===== src/rtl/uart_pkg.sv =====
// Shared definitions for the buffered UART byte transmitter.
// The PARITY state exists only when UART_TX_PARITY_EN is defined.
package uart_pkg;

    localparam int CLKS_PER_BIT_DEF = 260;
    localparam int FIFO_DEPTH_DEF   = 4;
    localparam int TIMER_W          = 12;

    typedef enum logic [2:0] {
        ST_IDLE   = 3'd0,
        ST_START  = 3'd1,
        ST_DATA   = 3'd2,
`ifdef UART_TX_PARITY_EN
        ST_PARITY = 3'd3,
`endif
        ST_STOP   = 3'd4
    } tx_state_e;

endpackage


===== src/rtl/uart_tx_fifo.sv =====
// Byte FIFO in front of the UART serializer. The head byte is presented on rdata;
// pop advances it. A push is ignored when full and a pop is ignored when empty.
module uart_tx_fifo #(
    parameter int DEPTH = 4,
    localparam int AW = $clog2(DEPTH),
    localparam int CW = $clog2(DEPTH) + 1
) (
    input  logic          clk,
    input  logic          rstn,
    input  logic          push,
    input  logic [7:0]    wdata,
    input  logic          pop,
    output logic [7:0]    rdata,
    output logic          full,
    output logic          empty,
    output logic [CW-1:0] count
);

    logic [7:0]    mem_q [DEPTH];
    logic [AW-1:0] wr_ptr_q, wr_ptr_d;
    logic [AW-1:0] rd_ptr_q, rd_ptr_d;
    logic [CW-1:0] count_q, count_d;
    logic          push_ok;
    logic          pop_ok;

    assign full  = (count_q == CW'(DEPTH));
    assign empty = (count_q == '0);
    assign count = count_q;
    assign rdata = mem_q[rd_ptr_q];

    // Fullness is judged on the registered count, so a same-cycle pop never frees room for a push.
    always_comb begin
        push_ok  = push & ~full;
        pop_ok   = pop & ~empty;
        wr_ptr_d = wr_ptr_q + AW'(push_ok);
        rd_ptr_d = rd_ptr_q + AW'(pop_ok);
        count_d  = count_q + CW'(push_ok) - CW'(pop_ok);
    end

    always_ff @(posedge clk or negedge rstn) begin
        if (!rstn) begin
            wr_ptr_q <= '0;
            rd_ptr_q <= '0;
            count_q  <= '0;
        end else begin
            wr_ptr_q <= wr_ptr_d;
            rd_ptr_q <= rd_ptr_d;
            count_q  <= count_d;
        end
    end

    always_ff @(posedge clk) begin
        if (push_ok) begin
            mem_q[wr_ptr_q] <= wdata;
        end
    end

endmodule


===== src/rtl/uart_byte_tx.sv =====
// Buffered 8N1 UART transmitter: strobed bytes queue in a FIFO and go out back to back.
// Define UART_TX_PARITY_EN to insert an even-parity bit after the data bits.
module uart_byte_tx
    import uart_pkg::*;
#(
    parameter int CLKS_PER_BIT = CLKS_PER_BIT_DEF,
    parameter int FIFO_DEPTH   = FIFO_DEPTH_DEF
) (
    input  logic       clk,
    input  logic       rstn,
    input  logic [7:0] tx_data,
    input  logic       tx_start,
    output logic       uart_txd,
    output logic       tx_busy,
    output logic       fifo_full,
    output logic       tx_done,
    output logic       overflow
);

    localparam int CNT_W = $clog2(FIFO_DEPTH) + 1;
    localparam logic [TIMER_W-1:0] BIT_LAST = TIMER_W'(CLKS_PER_BIT - 1);

    tx_state_e          state_q, state_d;
    logic [TIMER_W-1:0] timer_q, timer_d;
    logic [2:0]         bit_idx_q, bit_idx_d;
    logic [7:0]         shift_q, shift_d;
    logic               txd_q, txd_d;
    logic               busy_q, busy_d;
    logic               done_q, done_d;
    logic               overflow_q, overflow_d;
`ifdef UART_TX_PARITY_EN
    logic               parity_q, parity_d;
`endif

    logic             fifo_push;
    logic             fifo_pop;
    logic [7:0]       fifo_rdata;
    logic             fifo_full_w;
    logic             fifo_empty;
    logic [CNT_W-1:0] fifo_count;
    logic             bit_end;

    assign fifo_push = tx_start & ~fifo_full_w;

    uart_tx_fifo #(
        .DEPTH (FIFO_DEPTH)
    ) u_fifo (
        .clk   (clk),
        .rstn  (rstn),
        .push  (fifo_push),
        .wdata (tx_data),
        .pop   (fifo_pop),
        .rdata (fifo_rdata),
        .full  (fifo_full_w),
        .empty (fifo_empty),
        .count (fifo_count)
    );

    assign bit_end = (timer_q == BIT_LAST);

    // The line register lags the state by one cycle, which gives the two-edge strobe-to-start latency.
    always_comb begin
        state_d    = state_q;
        timer_d    = timer_q;
        bit_idx_d  = bit_idx_q;
        shift_d    = shift_q;
        txd_d      = 1'b1;
        done_d     = 1'b0;
        fifo_pop   = 1'b0;
        overflow_d = overflow_q | (tx_start & fifo_full_w);
`ifdef UART_TX_PARITY_EN
        parity_d   = parity_q;
`endif

        case (state_q)
            ST_IDLE: begin
                txd_d = 1'b1;
                if (!fifo_empty) begin
                    fifo_pop = 1'b1;
                    shift_d  = fifo_rdata;
`ifdef UART_TX_PARITY_EN
                    parity_d = ^fifo_rdata;
`endif
                    timer_d  = '0;
                    state_d  = ST_START;
                end
            end
            ST_START: begin
                txd_d = 1'b0;
                if (bit_end) begin
                    timer_d   = '0;
                    bit_idx_d = '0;
                    state_d   = ST_DATA;
                end else begin
                    timer_d = timer_q + 1'b1;
                end
            end
            ST_DATA: begin
                txd_d = shift_q[0];
                if (bit_end) begin
                    timer_d = '0;
                    shift_d = shift_q >> 1;
                    if (bit_idx_q == 3'd7) begin
`ifdef UART_TX_PARITY_EN
                        state_d = ST_PARITY;
`else
                        state_d = ST_STOP;
`endif
                    end else begin
                        bit_idx_d = bit_idx_q + 1'b1;
                    end
                end else begin
                    timer_d = timer_q + 1'b1;
                end
            end
`ifdef UART_TX_PARITY_EN
            ST_PARITY: begin
                txd_d = parity_q;
                if (bit_end) begin
                    timer_d = '0;
                    state_d = ST_STOP;
                end else begin
                    timer_d = timer_q + 1'b1;
                end
            end
`endif
            ST_STOP: begin
                txd_d = 1'b1;
                if (bit_end) begin
                    done_d  = 1'b1;
                    timer_d = '0;
                    // Chain straight into the next start bit so queued bytes leave without an idle gap.
                    if (!fifo_empty) begin
                        fifo_pop = 1'b1;
                        shift_d  = fifo_rdata;
`ifdef UART_TX_PARITY_EN
                        parity_d = ^fifo_rdata;
`endif
                        state_d  = ST_START;
                    end else begin
                        state_d = ST_IDLE;
                    end
                end else begin
                    timer_d = timer_q + 1'b1;
                end
            end
            default: begin
                state_d = ST_IDLE;
                timer_d = '0;
            end
        endcase

        // Stays high through the final stop-bit cycle still being driven by txd_q.
        busy_d = (fifo_count != '0) || fifo_push ||
                 (state_q != ST_IDLE) || (state_d != ST_IDLE);
    end

    always_ff @(posedge clk or negedge rstn) begin
        if (!rstn) begin
            state_q    <= ST_IDLE;
            timer_q    <= '0;
            bit_idx_q  <= '0;
            shift_q    <= '0;
            txd_q      <= 1'b1;
            busy_q     <= 1'b0;
            done_q     <= 1'b0;
            overflow_q <= 1'b0;
`ifdef UART_TX_PARITY_EN
            parity_q   <= 1'b0;
`endif
        end else begin
            state_q    <= state_d;
            timer_q    <= timer_d;
            bit_idx_q  <= bit_idx_d;
            shift_q    <= shift_d;
            txd_q      <= txd_d;
            busy_q     <= busy_d;
            done_q     <= done_d;
            overflow_q <= overflow_d;
`ifdef UART_TX_PARITY_EN
            parity_q   <= parity_d;
`endif
        end
    end

    assign uart_txd  = txd_q;
    assign tx_busy   = busy_q;
    assign fifo_full = fifo_full_w;
    assign tx_done   = done_q;
    assign overflow  = overflow_q;

endmodule


===== config.mk =====
export PLATFORM = sky130hd
export DESIGN_NAME = uart_byte_tx
export DESIGN_NICKNAME = d
export VERILOG_FILES = /design/src/rtl/uart_pkg.sv /design/src/rtl/uart_tx_fifo.sv /design/src/rtl/uart_byte_tx.sv
export SDC_FILE = /design/constraint.sdc
export NUM_CORES = 1
export LEC_CHECK = 0
export CORE_MARGIN = 3
export CORE_UTILIZATION = 29
export CTS_CLUSTER_SIZE = 20
export DETAILED_ROUTE_END_ITERATION = 12
export SYNTH_ARGS = -nofsm -noshare
export SYNTH_HDL_FRONTEND = slang
export SYNTH_SLANG_ARGS = --single-unit

===== constraint.sdc =====
create_clock -name clk -period 2.9 [get_ports clk]
set_input_delay 0.58 -clock clk [delete_from_list [all_inputs] [get_ports clk]]
set_output_delay 0.58 -clock clk [all_outputs]
set_load 0.05 [all_outputs]

==> out/qor.txt, run 1 <==
status: completed
initial antenna violation count: 0
crit path to: u_fifo.count[2]
switching power total: 0.875 mW
slowest cell on the critical path: dfrtp_1
EDFF count, synth: 32
most frequent cells in the layout: dfrtp_1, edfxtp_1, mux2_2, clkdlybuf4s50_1
top routing layer used: met4
DP Area: 3490 um2
Layout area overhead: 17.7%
clock share of power: 0.302
Die ar.: 12200 um2
Post-synth ARST share: 0.536
Final Hold Fails: 0
#FFs+latches synth: 69
Final Slew Violations: 0
Synth Instances: 229
Post-CTS Setup Inserts: 0
Setup TNS Final: 0 ns
wire per inst: 14.1 um
clock tree buffer depth: 2
pre-CTS WS: 0.107 ns
GRT Resource Usage Total: 0.0981
first-pass GRT wire length: 9.71 mm
Final min period: 2.65 ns
drt pass-1 iters: 4
wire length on met3: 110 um
synthesized cell area: 3170 um2
maximum vdd drop: 0.349 mV
Post-DRT Antenna Nets: 0
syn_area_per_cell: 13.8 um2
syn_nets: 248
Final Skew: 0.0130 ns
fmax: 377 MHz
DP Cell Count: 375
CP arrival: 2.92 ns
io pins: 16
row cnt: 37
unrepaired setup endpoints after global routing: false
largest net degree at the start of global routing: 38
chip width: 111 um
kind of end point of the critical path: flip-flop
number of distinct library cells after synthesis: 54
TritonCTS Buffers: 9
CTS tree: done
RR Startpoint: timer_q[0]
Logic pwr share: 0.222
metal2 WL: 2.56 mm
worst hold path type: input port to asynchronous set/reset pin
Post-Route WL: 5.53 mm
R2R depth: 11
HPWL after detailed placement: 3.73 mm
via density per instance: 4.86
clk slew on worst S/H paths: 0.08 ns
Int Power: 2.07 mW
share of cells above drive strength 1: 0.231
via count of the routed design: 1900
P_leak: 1.42 nW
final setup vio count: 0
maxcap violations: 0
worst skew pair latency: 0.35 ns
GPL Wtd Cong: 0.758
Reg power frac: 0.476
Slew headroom: 0.295
Final Cycle Share: 0.915
Cell Chain, Critical Path: ha_1, nor4b_4, nand3_2, and2_1, nor4b_4, ha_1, inv_1, ha_1, fa_1, xnor2_1, xnor2_1
CTS Root Cell: clkbuf_8
nets: 269
Layout Cells excl Fill: 391
CP dominant cell by count: ha_1
Yosys Warn Count: 0
sequential share of the synthesized area: 0.596
measured slew at the worst slew-check pin: 1.05 ns
reg2reg end: u_fifo.count[2]
Design Area, Final: 3730 um2
PD cells: 790 nW/um2
Crit. Startpoint: timer_q[0]
DRC: 0
Net Sw Frac: 0.297
clk sink count: 69
worst-path fanout max: 5
setup ws final: 0.247 ns
critical path's largest stage delay: 0.40 ns
diode count: 0
startpoint types: flip-flop
CP required: 3.16 ns
Setup Crit Path Kind: flip-flop to flip-flop
vias in the first global route: 1973
Worst R2R Setup Slack: 0.25 ns
top_reg_cell synth: dfrtp_1
port buffer count: 15
die height: 111 um
drt initial violations: 90
commonest non-fill, non-tap cell in the layout: dfrtp_1
Core ar.: 10500 um2
grt ovf: 0
starting density of the core: 0.303
number of H-tree levels: 3
Pwr Total: 2.95 mW
routed length on met1: 2.72 mm
## power groups by stage
stage               Combinational, mW  Clock, mW  Sequential (mW)
floorplan                       0.516          0             1.37
global placement                0.649          0             1.42
detailed placement              0.664          0             1.43
CTS                             0.665      0.914             1.41
global route                    0.735      0.967             1.44
finish                          0.654      0.890             1.40
## stage by stage
| stage | hold slack [ns] | utilization |
|---|---|---|
| floorplan | 0.284 | - |
| global placement | 0.449 | 0.334 |
| detailed placement | 0.455 | 0.334 |
| CTS | 0.368 | 0.355 |
| global route | 0.399 | 0.357 |
| finish | 0.321 | 0.357 |
## sequential cells by signal, indices dropped and copies added, names as in the netlist, 2 cells and up
register and count:
u_fifo.wr_ptr_q 2, u_fifo.rd_ptr_q 2, shift_q 8, timer_q 12, u_fifo.count 3, bit_idx_q 3, u_fifo.mem_q 32, state_q 3
## logic make-up (layout without fill, tap and decap cells)
logic type	Yosys count	after routing	share of synthesized area
multiplexers	24	24	0.113
buffers and inverters	20	46	0.0288
adder cells (fa/ha/maj)	8	8	0.0339
flip-flops	69	69	0.596
AO/OA/AOI/OAI	38	38	0.0896
XOR/XNOR	6	6	0.0166
AND/OR/NAND/NOR	64	64	0.122
## timing repair
action	CTS	global route
endpoints found under the setup margin	0	1
gates resized for setup	0	2
hold buffers	0	0
## synth_stat cells, types with 2 or more instances
master / n / share of area
a21o_1: 2 / 0.0047
a21oi_1: 3 / 0.0047
a22o_1: 3 / 0.0083
a31oi_1: 8 / 0.016
a32oi_1: 2 / 0.0055
a41oi_1: 4 / 0.011
and2_1: 2 / 0.0039
and3_1: 3 / 0.0059
buf_2: 7 / 0.011
clkbuf_1: 5 / 0.0059
dfrtp_1: 36 / 0.28
edfxtp_1: 32 / 0.30
ha_1: 7 / 0.028
inv_1: 6 / 0.0071
mux2_2: 15 / 0.053
mux4_2: 8 / 0.057
nand2_1: 12 / 0.014
nand2b_1: 3 / 0.0059
nand3_1: 12 / 0.019
nand4_1: 4 / 0.0079
nor2_1: 8 / 0.0095
nor2b_1: 3 / 0.0059
nor3b_1: 2 / 0.0047
o21ai_0: 5 / 0.0079
o31a_1: 2 / 0.0055
o31ai_1: 2 / 0.0047
or3_1: 2 / 0.0039
xnor2_1: 3 / 0.0083
xor2_1: 3 / 0.0083
## critical path: cells and delay by family, from the launching register on
| family | cells | cell delay (ns) |
|---|---|---|
| and+or+nand+nor | 4 | 0.84 |
| buffers and inverters | 1 | 0.04 |
| adders and majority gates | 4 | 0.99 |
| DFF | 1 | 0.40 |
| xor gates and xnor gates | 2 | 0.30 |
## layer usage
metal / GRT usage / vias to the layer above
met3: 0.0181 / 11
li1: - / 918
met1: 0.130 / 948
met4: 0.0583 / 0
met5: 0 / -
met2: 0.150 / 23
## how the worst min path moves through the flow
stage	from	to	slack, ns	cells past startpoint
after floorplan	rstn	bit_idx_q[0]	0.28	0
after global placement	overflow	overflow	0.45	1
after detailed placement	overflow	overflow	0.45	1
after CTS	rstn	timer_q[8]	0.37	1
after global routing	rstn	timer_q[11]	0.40	1
final	rstn	timer_q[8]	0.32	1
## final cells by class
type	instances	area (um2)
inverters	6	22.5
multi-input cells	140	1210
repair buffers	24	213
clock buffers	9	124
flip-flops and latches	69	1890
well taps	136	170
clock inverters	7	104
fillers	1040	6730
No activity file was read; power rests on OpenSTA's default activity.
==> inputs of run 2 (changes only) <==
--- a/config.mk
+++ b/config.mk
@@ -9,6 +9,7 @@
 export CORE_UTILIZATION = 29
 export CTS_CLUSTER_SIZE = 20
 export DETAILED_ROUTE_END_ITERATION = 12
+export MAX_ROUTING_LAYER = met4
 export SYNTH_ARGS = -nofsm -noshare
 export SYNTH_HDL_FRONTEND = slang
 export SYNTH_SLANG_ARGS = --single-unit
==> constraint.sdc (replaced) <==
create_clock -name clk -period 2.3 [get_ports clk]
set_input_delay 0.46 -clock clk [delete_from_list [all_inputs] [get_ports clk]]
set_output_delay 0.46 -clock clk [all_outputs]
set_load 0.05 [all_outputs]
==> out/qor.txt, run 2 (synthesis results as in run 1) <==
status: complete, but fails checks
failing checks: negative setup slack
worst hold path type: input port to asynchronous set/reset pin
via density per instance: 4.84 (-0.42%)
routed length on met1: 2.98 mm (+9.4%)
setup ws final: -0.109 ns (-0.356 ns)
kind of end point of the critical path: flip-flop
Fillers: 1034 (-0.58%)
largest registers: u_fifo.mem_q (32), timer_q (12), shift_q (8)
fmax: 415 MHz (+10%)
Post-DRT Antenna Nets: 0 (unchanged)
Die ar.: 12200 um2 (unchanged)
RR Startpoint: timer_q[1]
startpoint types: flip-flop
port buffer count: 15 (unchanged)
vias in the first global route: 2031 (+2.9%)
CTS tree: done
hold buffer count at cts: 0 (unchanged)
worst skew pair latency: 0.35 ns (about the same)
wire length on met3: 143 um (+30%)
Largest register FFs: 32 (unchanged)
DP Cell Count: 397 (+5.9%)
chip width: 111 um (unchanged)
Final Hold Fails: 0 (unchanged)
grt ovf: 0 (unchanged)
GRT Resource Usage Total: 0.105 (+0.00695)
maxcap violations: 0 (unchanged)
largest net degree at the start of global routing: 38 (unchanged)
clk sink count: 69 (unchanged)
Multi-input gate area: 1240 um2 (+2.2%)
final setup vio count: 2 (+2)
Worst R2R Setup Slack: -0.11 ns (-0.36 ns)
drt initial violations: 86 (-4.4%)
Final min period: 2.41 ns (-0.244 ns)
drt pass-1 iters: 4 (unchanged)
Post-Route WL: 6.04 mm (+9.3%)
Setup TNS Final: -0.160 ns (-0.160 ns)
CP required: 2.53 ns (-0.63 ns)
DP Area: 3680 um2 (+5.4%)
Final Skew: 0.00946 ns (-0.00351 ns)
commonest non-fill, non-tap cell in the layout: dfrtp_1
PD cells: 933 nW/um2 (+18%)
maximum vdd drop: 0.359 mV (+2.8%)
sequential cell area: 1890 um2 (unchanged)
nets: 294 (+9.3%)
via count of the routed design: 2013 (+5.9%)
Final Cycle Share: 1.05 (+0.133)
DRC: 0 (unchanged)
most flop-heavy register: u_fifo.mem_q
initial antenna violation count: 0 (unchanged)
top routing layer used: met4
final hold slack: 0.159 ns (-0.162 ns)
unrepaired setup endpoints after global routing: true
Setup Crit Path Kind: flip-flop to flip-flop
share of cells above drive strength 1: 0.314 (+0.0829)
R2R depth: 11 (unchanged)
die height: 111 um (unchanged)
metal2 WL: 2.77 mm (+8.3%)
number of H-tree levels: 3 (unchanged)
HPWL after detailed placement: 4.07 mm (+9.1%)
row cnt: 37 (unchanged)
most frequent cells in the layout: dfrtp_1, buf_4, edfxtp_1, mux2_2, clkdlybuf4s50_1
CTS Root Cell: clkbuf_8
Layout Cells excl Fill: 416 (+6.4%)
GPL Wtd Cong: 0.778 (+2.6%)
worst-path fanout max: 2 (-3)
first-pass GRT wire length: 10.0 mm (+3.4%)
P_leak: 1.52 nW (+7.4%)
TritonCTS Buffers: 9 (unchanged)
Final Slew Violations: 0 (unchanged)
clock tree buffer depth: 2 (unchanged)
starting density of the core: 0.303 (unchanged)
io pins: 16 (unchanged)
Core ar.: 10500 um2 (unchanged)
CP arrival: 2.64 ns (-0.28 ns)
Layout area overhead: 22.3%
Design Area, Final: 3880 um2 (+3.9%)
reg2reg end: u_fifo.count[2]
measured slew at the worst slew-check pin: 0.503 ns (-0.548 ns)
diode count: 0 (unchanged)
clk slew on worst S/H paths: 0.07 ns (about the same)
Slew headroom: 0.664 (+0.369)
wire per inst: 14.5 um (+2.7%)
## run 2: changes by cell type in the layout (fill, tap and decap cells not counted), sizes merged
cell           before  now
bufinv              2    0
clkbuf              9   11
buf                10   36
clkinv              1    5
inv                10    6
clkdlybuf4s50      14   13
## run 2: how the worst max path moves through the flow
| stage | start | endpoint | depth (start not counted) |
|---|---|---|---|
| after floorplan | timer_q[0] | u_fifo.count[2] | 11 |
| after global placement | timer_q[1] | u_fifo.count[2] | 11 |
| after detailed placement | timer_q[1] | u_fifo.count[2] | 11 |
| after CTS | timer_q[1] | u_fifo.count[2] | 11 |
| after global routing | timer_q[1] | u_fifo.count[2] | 11 |
| final | timer_q[1] | u_fifo.count[2] | 11 |
## run 2: critical path, stage by stage, from the launching register on
cell	delay, ns
dfrtp_1	0.36
ha_2	0.18
nor4b_4	0.23
nand3_2	0.11
and2_4	0.18
nor4b_4	0.24
ha_1	0.16
inv_1	0.04
ha_2	0.17
fa_2	0.35
xnor2_2	0.14
xnor2_1	0.12
## run 2: power breakdown
| group | switching (mW) | internal (mW) |
|---|---|---|
| clock network | 0.445 | 0.386 |
| registers | 0.150 | 1.57 |
| logic | 0.505 | 0.559 |
## run 2: routing by layer
layer | vias to the layer above | global-route usage
met5 | - | -
met4 | 0 | 0.0591
met3 | 13 | 0.0230
met2 | 28 | 0.152
met1 | 1004 | 0.137
li1 | 968 | -
## run 2: area by class of cell
cell class / instances / share of cell area
multi-input combinational: 140 / 0.319
clock buffer: 11 / 0.0339
tap: 136 / 0.0439
clock inverter: 5 / 0.00742
timing repair buffer: 49 / 0.103
inverter: 6 / 0.00581
sequential: 69 / 0.487
## run 2: timing repair
| action | CTS | global route |
|---|---|---|
| pin swaps | 3 | 0 |
| setup buffers | 2 | 1 |
| setup endpoints to repair | 2 | 2 |
| gates resized for setup | 2 | 0 |
## run 2: metrics by stage
| stage | power, mW | setup WS [ns] | utilization |
|---|---|---|---|
| floorplan | 2.39 | -0.197 | - |
| global placement | 2.73 | -0.113 | 0.351 |
| detailed placement | 2.76 | -0.181 | 0.351 |
| CTS | 3.65 | -0.113 | 0.370 |
| global route | 3.84 | -0.263 | 0.370 |
| finish | 3.62 | -0.109 | 0.370 |
